**src/rtl/mem_disp_ctrl_if.sv**
```systemverilog
// Bundles the scan, host, clear-control and display-memory port signals of mem_disp_ctrl.
interface mem_disp_ctrl_if;
  localparam int unsigned AW = 10;

  logic          scan_req;
  logic [AW-1:0] scan_addr;
  logic          scan_vld;
  logic          scan_pix;

  logic          host_req;
  logic          host_wr;
  logic [AW-1:0] host_addr;
  logic          host_din;
  logic          host_gnt;
  logic          host_rvld;
  logic          host_dout;

  logic          clr_start;
  logic          clr_busy;
  logic          clr_done;

  logic          mem_wr;
  logic [AW-1:0] mem_addr;
  logic          mem_d;
  logic          mem_q;

  // Requesters plus the memory itself
  modport master (
    output scan_req, scan_addr, host_req, host_wr, host_addr, host_din, clr_start, mem_q,
    input  scan_vld, scan_pix, host_gnt, host_rvld, host_dout, clr_busy, clr_done,
    input  mem_wr, mem_addr, mem_d
  );

  // The access controller
  modport slave (
    input  scan_req, scan_addr, host_req, host_wr, host_addr, host_din, clr_start, mem_q,
    output scan_vld, scan_pix, host_gnt, host_rvld, host_dout, clr_busy, clr_done,
    output mem_wr, mem_addr, mem_d
  );
endinterface

```
**src/rtl/mem_disp_ctrl.sv**
```systemverilog
// Fixed-priority arbiter for the single display-memory port: scan reader first,
// then the full-memory clear engine, then the host.
module mem_disp_ctrl #(
  parameter logic CLR_VAL = 1'b0
) (
  input  logic           clk,
  input  logic           rst_n,
  mem_disp_ctrl_if.slave bus
);
  localparam int unsigned AW    = 10;
  localparam int unsigned DEPTH = 1024;
  localparam logic [AW-1:0] LAST_ADDR = AW'(DEPTH - 1);

  typedef enum logic { IDLE = 1'b0, CLEAR = 1'b1 } state_t;
  typedef enum logic [1:0] { TAG_NONE = 2'd0, TAG_SCAN = 2'd1, TAG_HOST = 2'd2 } tag_t;

  state_t        state_q, state_nxt;
  logic [AW-1:0] clr_cnt_q, clr_cnt_nxt;
  tag_t          tag_q, tag_nxt;
  logic          done_q, done_nxt;

  logic          mem_wr_c;
  logic [AW-1:0] mem_addr_c;
  logic          mem_d_c;
  logic          host_gnt_c;

  // State, clear pointer, read-return tag and completion pulse
  always_ff @(posedge clk or negedge rst_n) begin
    if (!rst_n) begin
      state_q   <= IDLE;
      clr_cnt_q <= '0;
      tag_q     <= TAG_NONE;
      done_q    <= 1'b0;
    end else begin
      state_q   <= state_nxt;
      clr_cnt_q <= clr_cnt_nxt;
      tag_q     <= tag_nxt;
      done_q    <= done_nxt;
    end
  end

  // Port ownership, memory drive and next-state
  always_comb begin
    state_nxt   = state_q;
    clr_cnt_nxt = clr_cnt_q;
    tag_nxt     = TAG_NONE;
    done_nxt    = 1'b0;
    mem_wr_c    = 1'b0;
    mem_addr_c  = '0;
    mem_d_c     = 1'b0;
    host_gnt_c  = 1'b0;

    if (bus.scan_req) begin
      mem_addr_c = bus.scan_addr;
      tag_nxt    = TAG_SCAN;
    end else if (state_q == CLEAR) begin
      mem_wr_c   = 1'b1;
      mem_addr_c = clr_cnt_q;
      mem_d_c    = CLR_VAL;
      if (clr_cnt_q == LAST_ADDR) begin
        state_nxt = IDLE;
        done_nxt  = 1'b1;
      end else begin
        clr_cnt_nxt = clr_cnt_q + AW'(1);
      end
    end else if (bus.host_req) begin
      host_gnt_c = 1'b1;
      mem_wr_c   = bus.host_wr;
      mem_addr_c = bus.host_addr;
      mem_d_c    = bus.host_din;
      tag_nxt    = bus.host_wr ? TAG_NONE : TAG_HOST;
    end

    // A start while already clearing is ignored
    if ((state_q == IDLE) && bus.clr_start) begin
      state_nxt   = CLEAR;
      clr_cnt_nxt = '0;
    end

    // Keep the memory write-protected and the host ungranted during reset
    if (!rst_n) begin
      mem_wr_c   = 1'b0;
      host_gnt_c = 1'b0;
    end
  end

  assign bus.mem_wr    = mem_wr_c;
  assign bus.mem_addr  = mem_addr_c;
  assign bus.mem_d     = mem_d_c;
  assign bus.host_gnt  = host_gnt_c;

  assign bus.scan_vld  = (tag_q == TAG_SCAN);
  assign bus.scan_pix  = (tag_q == TAG_SCAN) & bus.mem_q;
  assign bus.host_rvld = (tag_q == TAG_HOST);
  assign bus.host_dout = (tag_q == TAG_HOST) & bus.mem_q;
  assign bus.clr_busy  = (state_q == CLEAR);
  assign bus.clr_done  = done_q;
endmodule

```
**src/flat_wrapper.sv**
```systemverilog
// flat-port wrapper written by rule: the top's interface ports become plain ports
module mem_disp_ctrl_flat 
#(
  parameter logic CLR_VAL = 1'b0
)
  (clk, rst_n, bus_scan_req, bus_scan_addr, bus_host_req, bus_host_wr, bus_host_addr, bus_host_din, bus_clr_start, bus_mem_q, bus_scan_vld, bus_scan_pix, bus_host_gnt, bus_host_rvld, bus_host_dout, bus_clr_busy, bus_clr_done, bus_mem_wr, bus_mem_addr, bus_mem_d);
  mem_disp_ctrl_if bus_i ();
  input  logic clk;
  input  logic rst_n;
  input wire logic [$bits(bus_i.scan_req)-1:0] bus_scan_req;
  input wire logic [$bits(bus_i.scan_addr)-1:0] bus_scan_addr;
  input wire logic [$bits(bus_i.host_req)-1:0] bus_host_req;
  input wire logic [$bits(bus_i.host_wr)-1:0] bus_host_wr;
  input wire logic [$bits(bus_i.host_addr)-1:0] bus_host_addr;
  input wire logic [$bits(bus_i.host_din)-1:0] bus_host_din;
  input wire logic [$bits(bus_i.clr_start)-1:0] bus_clr_start;
  input wire logic [$bits(bus_i.mem_q)-1:0] bus_mem_q;
  output wire logic [$bits(bus_i.scan_vld)-1:0] bus_scan_vld;
  output wire logic [$bits(bus_i.scan_pix)-1:0] bus_scan_pix;
  output wire logic [$bits(bus_i.host_gnt)-1:0] bus_host_gnt;
  output wire logic [$bits(bus_i.host_rvld)-1:0] bus_host_rvld;
  output wire logic [$bits(bus_i.host_dout)-1:0] bus_host_dout;
  output wire logic [$bits(bus_i.clr_busy)-1:0] bus_clr_busy;
  output wire logic [$bits(bus_i.clr_done)-1:0] bus_clr_done;
  output wire logic [$bits(bus_i.mem_wr)-1:0] bus_mem_wr;
  output wire logic [$bits(bus_i.mem_addr)-1:0] bus_mem_addr;
  output wire logic [$bits(bus_i.mem_d)-1:0] bus_mem_d;
  assign bus_i.scan_req = bus_scan_req;
  assign bus_i.scan_addr = bus_scan_addr;
  assign bus_i.host_req = bus_host_req;
  assign bus_i.host_wr = bus_host_wr;
  assign bus_i.host_addr = bus_host_addr;
  assign bus_i.host_din = bus_host_din;
  assign bus_i.clr_start = bus_clr_start;
  assign bus_i.mem_q = bus_mem_q;
  assign bus_scan_vld = bus_i.scan_vld;
  assign bus_scan_pix = bus_i.scan_pix;
  assign bus_host_gnt = bus_i.host_gnt;
  assign bus_host_rvld = bus_i.host_rvld;
  assign bus_host_dout = bus_i.host_dout;
  assign bus_clr_busy = bus_i.clr_busy;
  assign bus_clr_done = bus_i.clr_done;
  assign bus_mem_wr = bus_i.mem_wr;
  assign bus_mem_addr = bus_i.mem_addr;
  assign bus_mem_d = bus_i.mem_d;
  mem_disp_ctrl #(.CLR_VAL(CLR_VAL)) u_core (.clk(clk), .rst_n(rst_n), .bus(bus_i));
endmodule
```
**config.mk**
```make
export PLATFORM = sky130hd
export DESIGN_NAME = mem_disp_ctrl_flat
export DESIGN_NICKNAME = d
export VERILOG_FILES = /design/src/rtl/mem_disp_ctrl_if.sv /design/src/rtl/mem_disp_ctrl.sv /design/src/flat_wrapper.sv
export SDC_FILE = /design/constraint.sdc
export NUM_CORES = 1
export LEC_CHECK = 0
export BUFFER_PORTS_ARGS = -buffer_cell sky130_fd_sc_hd__clkbuf_2
export CAP_MARGIN = 20
export CORE_MARGIN = 3
export CORE_UTILIZATION = 45
export DETAILED_ROUTE_END_ITERATION = 7
export GPL_ROUTABILITY_DRIVEN = 0
export PLACE_DENSITY = 0.83
export REMOVE_ABC_BUFFERS = 1
export SYNTH_ARGS = -nofsm -noshare
export SYNTH_HDL_FRONTEND = slang
export SYNTH_SLANG_ARGS = --single-unit
```
**constraint.sdc**
```tcl
create_clock -name clk -period 1.85 [get_ports clk]
set_input_delay 0.0925 -clock clk [delete_from_list [all_inputs] [get_ports clk]]
set_output_delay 0.0925 -clock clk [all_outputs]
set_load 0.05 [all_outputs]
```
# --- Word level (Yosys, flattened, before mapping) ---
# Cells that the tools add are included.
# W data, S select, Z words.
totals:
  reg_bits: 14
  in_bits: 28
  out_inout_bits: 19
  word_cells: 45
classes:
  add_sub_neg: 1
  n_eq_ne: 5
  mux: 29
  bitwise_logic: 3
  n_reduce_logical: 3
ops:
  columns: ["operator", "n"]
  rows:
  - ["$mux W10", 7]
  - ["$mux W1", 18]
  - ["$add A10 B1 Y10 const B", 1]
  - ["$eq A10 B10 Y1 const B", 1]
  - ["$mux W2", 4]
  - ["$reduce_and A3 Y1", 1]
  - ["$and A1 B1 Y1", 2]
  - ["$eq A2 B1 Y1 const B", 1]
  - ["$eq A2 B2 Y1 const B", 1]
  - ["$ne A2 B1 Y1 const B", 1]
  - ["$ne A2 B2 Y1 const B", 1]
  - ["$reduce_bool A2 Y1", 1]
  - ["$logic_and A1 B1 Y1", 1]
  - ["$not A1 Y1", 1]

# --- Longest topological paths before layout ---
# Gate-level depths: netlist of run 1.
depth:
  depth_word: 5
  depth_mapped: 5
  mapped_depth_nobuf: 5

# --- Worst setup path before layout of run 1 ---
# Ideal clock, no wire load.
synth_timing:
  path_type: "reg2out"
  from: "register u_core.state_q, in the netlist u_core.bus.clr_busy"
  to: "output port bus_mem_addr[0]"
  arrival_time_ps: 2390
  t_required_ps: 1757
  path_slack_ps: -633
  stages_incl_launch_ff: 5
  n_path_buf: 2
  path_cell_list: "dfrtp_1 buf_2 buf_1 a22oi_1 o21ai_0"
synth_via:
  elab_chain_cells: 2
synth_rtl:
  columns: ["element", "line_no", "text"]
  rows:
  - ["from (decl)", "mem_disp_ctrl.sv:17", "state_t state_q, state_nxt;"]
  - ["from (signal assigned)", "mem_disp_ctrl.sv:35", "state_q <= state_nxt;"]
  - ["$mux W10", "mem_disp_ctrl.sv:56", "end else if (state_q == CLEAR) begin"]
  - ["$mux W10", "mem_disp_ctrl.sv:53", "if (bus.scan_req) begin"]
  - ["to (decl)", "flat_wrapper.sv:26", "output wire logic [$bits(bus_i.mem_addr)-1:0] bus_mem_addr;"]
# No other way between the ends.

# --- Worst setup path in the final report of run 1 ---
layout_timing:
  from: "register u_core.state_q, in the netlist u_core.bus.clr_busy"
  to: "output port bus_mem_addr[1]"
# The elaborated chain is that of the path after synthesis.

==> results of run 1 <==
==> final timing paths <==
kind	to	slack (ns)	cells after the start	from
max	bus_mem_addr[1]	0.14	5	u_core.bus.clr_busy$_DFFE_PN0P_
min	u_core.tag_q[1]$_DFF_PN0_	0.08	3	bus_host_req
max reg2reg	u_core.clr_cnt_q[6]$_DFFE_PN0P_	0.18	5	u_core.clr_cnt_q[0]$_DFFE_PN0P_
min reg2reg	u_core.clr_cnt_q[6]$_DFFE_PN0P_	0.57	1	u_core.clr_cnt_q[6]$_DFFE_PN0P_
max in group asynchronous	u_core.bus.clr_busy$_DFFE_PN0P_	1.36	3	rst_n
min in group asynchronous	u_core.clr_cnt_q[5]$_DFFE_PN0P_	0.30	3	rst_n
==> per-layer routing <==
layer / global-route usage / vias up / routed length, um
li1: - / 541 / -
met1: 0.243 / 545 / 1090
met2: 0.402 / 54 / 1430
met3: 0.0370 / 7 / 221
met4: 0.0638 / 0 / 49
met5: 0 / - / 0
==> critical path: cells and delay by family (launching register included) <==
| kind | cells | cell delay [ns] |
|---|---|---|
| flops | 1 | 0.49 |
| buf+inv | 2 | 0.47 |
| simple gates | 1 | 0.14 |
| compound gates | 2 | 0.23 |
==> area by class of cell <==
type,instances,share of cell area
Clock buffer,4,0.0278
Timing Repair Buffer,52,0.234
Multi-Input combinational cell,95,0.434
Sequential cell,14,0.270
Tap cell,27,0.0259
Inverter,3,0.00864
==> registers in the layout, summed over array words and instances, names as in the netlist <==
register and cells:
u_core.bus.clr_busy 1, u_core.bus.clr_done 1, u_core.clr_cnt_q 10, u_core.tag_q 2
==> through the flow <==
step	worst slack [ns]	util	hold slack, ns	setup TNS (ns)	std cells
after floorplan	-0.728	-	-0.203	-7.37	112
after global placement	0.255	0.618	0.0717	0	189
after detailed placement	0.211	0.618	0.0835	0	189
after CTS	0.0291	0.646	0.0685	0	195
after global routing	0.0214	0.651	0.0967	0	195
final	0.139	0.651	0.0750	0	195
==> layout by cell type (no fill, tap or decap), types with 4 or more instances in the layout <==
| cell | count |
|---|---|
| nand3_1 | 5 |
| clkbuf_4 | 7 |
| a22oi_1 | 10 |
| dfrtp_1 | 13 |
| nor3_1 | 7 |
| buf_4 | 4 |
| o21ai_0 | 11 |
| nor2_1 | 7 |
| buf_2 | 5 |
| nand2_1 | 16 |
| clkbuf_2 | 36 |
| a21oi_1 | 7 |
==> cell families after synthesis <==
family / Yosys count / share of synthesized area
AND/OR/NAND/NOR: 53 / 0.303
XOR/XNOR: 1 / 0.00909
buffers and inverters: 11 / 0.0493
adder cells (fa/ha/maj): 1 / 0.0130
flip-flops: 14 / 0.364
AO/OA/AOI/OAI: 40 / 0.262
==> timing repair <==
item / in CTS / in global routing
endpoints found under the setup margin: 0 / 10
hold buffers: 2 / 0
hold endpoints to repair: 15 / 0
resized for setup: 0 / 15
==> power by group through the flow <==
| stage | clock network, mW | registers [mW] | logic (mW) |
|---|---|---|---|
| floorplan | 0 | 0.471 | 0.347 |
| global placement | 0 | 0.491 | 0.474 |
| detailed placement | 0 | 0.494 | 0.483 |
| CTS | 0.231 | 0.489 | 0.489 |
| global route | 0.244 | 0.512 | 0.534 |
| finish | 0.226 | 0.494 | 0.497 |
==> synthesized netlist by cell type, drive strengths merged <==
master  instances  share of area
a211oi          1         0.0078
a21oi           7          0.036
a22o            1         0.0091
a22oi          10          0.078
a31oi           2          0.013
and2            2          0.013
and3            2          0.013
and4            2          0.018
and4b           1          0.010
buf             6          0.030
clkbuf          2         0.0078
dfrtp          14           0.36
ha              1          0.013
inv             3          0.012
nand2          16          0.062
nand2b          2          0.013
nand3           5          0.026
nand4           3          0.035
nor2            7          0.027
nor2b           4          0.034
nor3            7          0.036
nor4            1         0.0065
o211ai          3          0.023
o21ai          12          0.062
o31a            1         0.0091
o31ai           3          0.023
or4             1         0.0078
xnor2           1         0.0091
==> run metrics, run 1 <==
Die H=52.3 um; P&R area growth vs syn=35.3%; total CTS buffers=3; Die X=52.3 um; Mapped Cells=120; Hold Path Class=in2reg; # setup viols final=0; Global Route Usage Sum=0.214; post-DR wirelength/cell=between 10 and 15 um; CTS tree=yes; sequential fraction of the synthesis area=0.364; post-layout min period=1.71 ns; 1st-iter DRT viols=54; CP Cell Sequence=nor2b_1 > buf_4 > a22oi_1 > o21ai_0 > buf_2; antenna viol nets, final=0; Via density=5.88; # Post-CTS Setup Buffers=0; CP max FO=11; # fillers=184; total gr overflow=0; die area=~2700 sq um; CORE AREA=about 2000 sq um; Slew HR=0.739; Nets=roughly 200; CP Capture Type=output port; Sequential cell area=352 sq um; Clock Path Buffers=2; PD cells=a little over 900 nW/um^2; CP Data Required Time=1.76 ns; Yosys Warn Count=0; final wirelength=2790 um; final instance area=about 1300 sq um; Initial DRT Pass Iterations=5; Worst IR Drop VDD=around 670 uV; status=finished, final reports clean; max-slew violation total from the final report=0; Final Skew=0.00623 ns; clk root buf=clkbuf_4; vias in the first global route=982; CP startpoint kind=register; critical-path cell with the highest stage delay=dfrtp_2; Comb power frac=0.408; Worst EP arrival=around 1.6 ns; first-pass GRT wire length=between 4000 and 5000 um; Least-Margin Pin Slew=between 0.3 and 0.4 ns; Fin. Hold Viols=0; initial core utilization=0.481; Inserted Diodes=0; total number of vias=around 1,100; clock-pin slew on the worst setup and hold paths=0.08 ns; area of the multi-input gates=approximately 570 sq um; switching share of power=0.432; period utilization=0.925; sequential power share=0.406; Max-Cap Viols=0; DR DRC count=0; RSZ-0062 raised after global routing=no; worst setup path category=reg2out; clk_lat worst skew=0.28 ns; #FFs+latches synth=14; FP Rows=16; syn_area_per_cell=8.03 sq um; Int Pwr=roughly 0.69 mW; CTS H-tree lvls=1; Placement Cell Area=1240 sq um; share of cells above drive strength 1=0.339; clock group share of total power=0.186; Netlist Area Pre-Place=963 sq um; count of different cell masters after synthesis=31; switching pwr=0.525 mW; IO buf count=46; detailed placer's ending HPWL=2180 um; total power=roughly 1.2 mW; Leak=~0.61 nW; initial antenna violation count=0; largest net degree at the start of global routing=22; Max stage delay on crit path=0.49 ns; max frequency=slightly below 600 MHz; CTS sink count=14; IO Pins=47
No activity file was read; power rests on OpenSTA's default activity.
==> inputs of run 2 (changes only) <==
==> constraint.sdc (replaced) <==
create_clock -name clk -period 1.85 [get_ports clk]
set_input_delay 0.185 -clock clk [delete_from_list [all_inputs] [get_ports clk]]
set_output_delay 0.185 -clock clk [all_outputs]
set_load 0.05 [all_outputs]
==> run metrics, run 2 (synthesis results as in run 1) <==
Via density=5.82 (-0.97%); period utilization=0.955 (+0.0304); share of cells above drive strength 1=0.347 (+0.00802); post-DR wirelength/cell=14.4 um (+0.84%); most frequent standard cell in the layout excluding fill and tap cells=clkbuf_2; RR Endpoint=u_core.clr_cnt_q[6]$_DFFE_PN0P_; final instance area=1310 sq um (+0.48%); first-pass GRT wire length=4500 um (+2.5%); most frequent cells in the layout=36 x clkbuf_2, 16 x nand2_1, 13 x dfrtp_1, 11 x buf_4, 10 x a22oi_1; P&R area growth vs syn=36.0%; Hold Path Class=in2reg; Final Util=0.654 (+0.00313); worst reg2reg startpoint=u_core.clr_cnt_q[1]$_DFFE_PN0P_; CTS tree=yes; largest net degree at the start of global routing=16 (-27%); critical-path cell with the highest stage delay=dfrtp_2; RSZ-0062 raised after global routing=no; Initial DRT Pass Iterations=4 (-1); max FFs per register=10 (unchanged); Max-Cap Viols=0 (unchanged); max frequency=566 MHz (-3.2%); critical path's most frequent cell=buf_4; CP Cell Sequence=nor2b_1 > buf_4 > a22oi_1 > o21ai_1 > buf_4; Global Route Usage Sum=0.219 (+0.00533); cell depth of the worst min-delay path=2 (-1); total CTS buffers=3 (unchanged); Worst R2R Setup Slack=0.16 ns (-0.02 ns); clk root buf=clkbuf_4; detailed placer's ending HPWL=2080 um (-4.5%); cell count after placement=189 (unchanged); Fin Setup TNS=0 ns (unchanged); Fin. Hold Viols=0 (unchanged); CTS sink count=14 (unchanged); Biggest register=u_core.clr_cnt_q; CP Capture Type=output port; initial core utilization=0.481 (unchanged); PD cells=941 nW/um^2 (+0.91%); Nets=197 (-0.51%); Leak=0.607 nW (+0.11%); worst setup path category=reg2out; Hold Startpoint=bus_host_wr; final wirelength=2800 um (+0.32%); final hold slack=0.0708 ns (-0.00419 ns); Max stage delay on crit path=0.47 ns (-0.02 ns); CP max FO=11 (unchanged); antenna viol nets, final=0 (unchanged); Slew HR=0.756 (+0.0171); Final Skew=0.00232 ns (-0.00391 ns); CTS H-tree lvls=1 (unchanged); Worst IR Drop VDD=701 uV (+4.6%); FP Rows=16 (unchanged); clk_lat worst skew=0.28 ns (about the same); total gr overflow=0 (unchanged); non-filler instance count after layout=194 (-0.51%); total number of vias=1,130 (-1.5%); Clock Path Buffers=2 (unchanged); die area=2730 sq um (unchanged); 1st-iter DRT viols=40 (-26%); Least-Margin Pin Slew=0.365 ns (-0.0255 ns); Worst EP arrival=1.58 ns (-0.04 ns); DR DRC count=0 (unchanged); IO buf count=46 (unchanged); Top Registers=u_core.clr_cnt_q x10, u_core.tag_q x2; # setup viols final=0 (unchanged); max-slew violation total from the final report=0 (unchanged); CORE AREA=2000 sq um (unchanged); Die X=52.3 um (unchanged); post-layout min period=1.77 ns (+0.0562 ns); Die H=52.3 um (unchanged); CP Data Required Time=1.66 ns (-0.10 ns); IO Pins=47 (unchanged); Inserted Diodes=0 (unchanged); Placement Cell Area=1240 sq um (unchanged); crit path launch=u_core.bus.clr_busy$_DFFE_PN0P_; clock-pin slew on the worst setup and hold paths=0.08 ns (about the same); Register-to-Register Path Depth=5 (unchanged); hold endpoint=u_core.tag_q[1]$_DFF_PN0_; vias in the first global route=1,033 (+5.2%); status=finished, final reports clean; CP startpoint kind=register; initial antenna violation count=0 (unchanged)
[run 2: area by class of cell]
cell class,instances,area [sq um]
fillers,176,692
well taps,27,33.8
multi-input cells,95,569
clock buffers,4,36.3
flip-flops and latches,14,352
repair buffers,51,308
inverters,3,11.3
[run 2: what timing repair did]
| item | 4_1_cts | 5_1_grt |
|---|---|---|
| gates resized for setup | 3 | 26 |
| endpoints found under the hold margin | 14 | 0 |
| pin swaps | 0 | 0 |
| cloned | 0 | 0 |
| endpoints found under the setup margin | 2 | 10 |
| buffers inserted | 0 | 0 |
| hold buffers | 1 | 0 |
[run 2: worst max-delay path by stage]
stage / depth (start not counted) / end / slack [ns]
after global routing: 5 / bus_mem_addr[0] / 0.002
after detailed placement: 5 / u_core.clr_cnt_q[6]$_DFFE_PN0P_ / 0.22
after floorplan: 3 / bus_mem_addr[0] / -0.82
after CTS: 5 / bus_mem_addr[1] / 0.002
after global placement: 5 / u_core.clr_cnt_q[5]$_DFFE_PN0P_ / 0.26
final: 5 / bus_mem_addr[1] / 0.08
[run 2: critical path: cells and delay by family, from the launching register on]
| family | cells | cell delay, ns |
|---|---|---|
| DFF | 1 | 0.47 |
| buffers and inverters | 2 | 0.42 |
| AOI/OAI and AO/OA | 2 | 0.28 |
| and+or+nand+nor | 1 | 0.12 |
[run 2: stage by stage]
stage	total power, mW	setup slack [ns]
after floorplan	0.817	-0.820
after global placement	0.961	0.259
after detailed placement	0.987	0.224
after CTS	1.21	0.00230
after global routing	1.31	0.00230
final	1.23	0.0827
[run 2: metal layers]
metal	track usage	share of wire	wire length [um]
met5	0	0	0
met1	0.253	0.39	1100
met4	0.0723	0.016	45
met3	0.0570	0.089	248
met2	0.389	0.50	1410
[run 2: where the power goes]
part | internal (mW) | switching, mW | leakage, nW | total [mW]
logic | 0.213 | 0.307 | 0.408 | 0.520
clock network | 0.120 | 0.0944 | 0.0210 | 0.214
registers | 0.371 | 0.128 | 0.177 | 0.499
total | 0.704 | 0.530 | 0.607 | 1.23
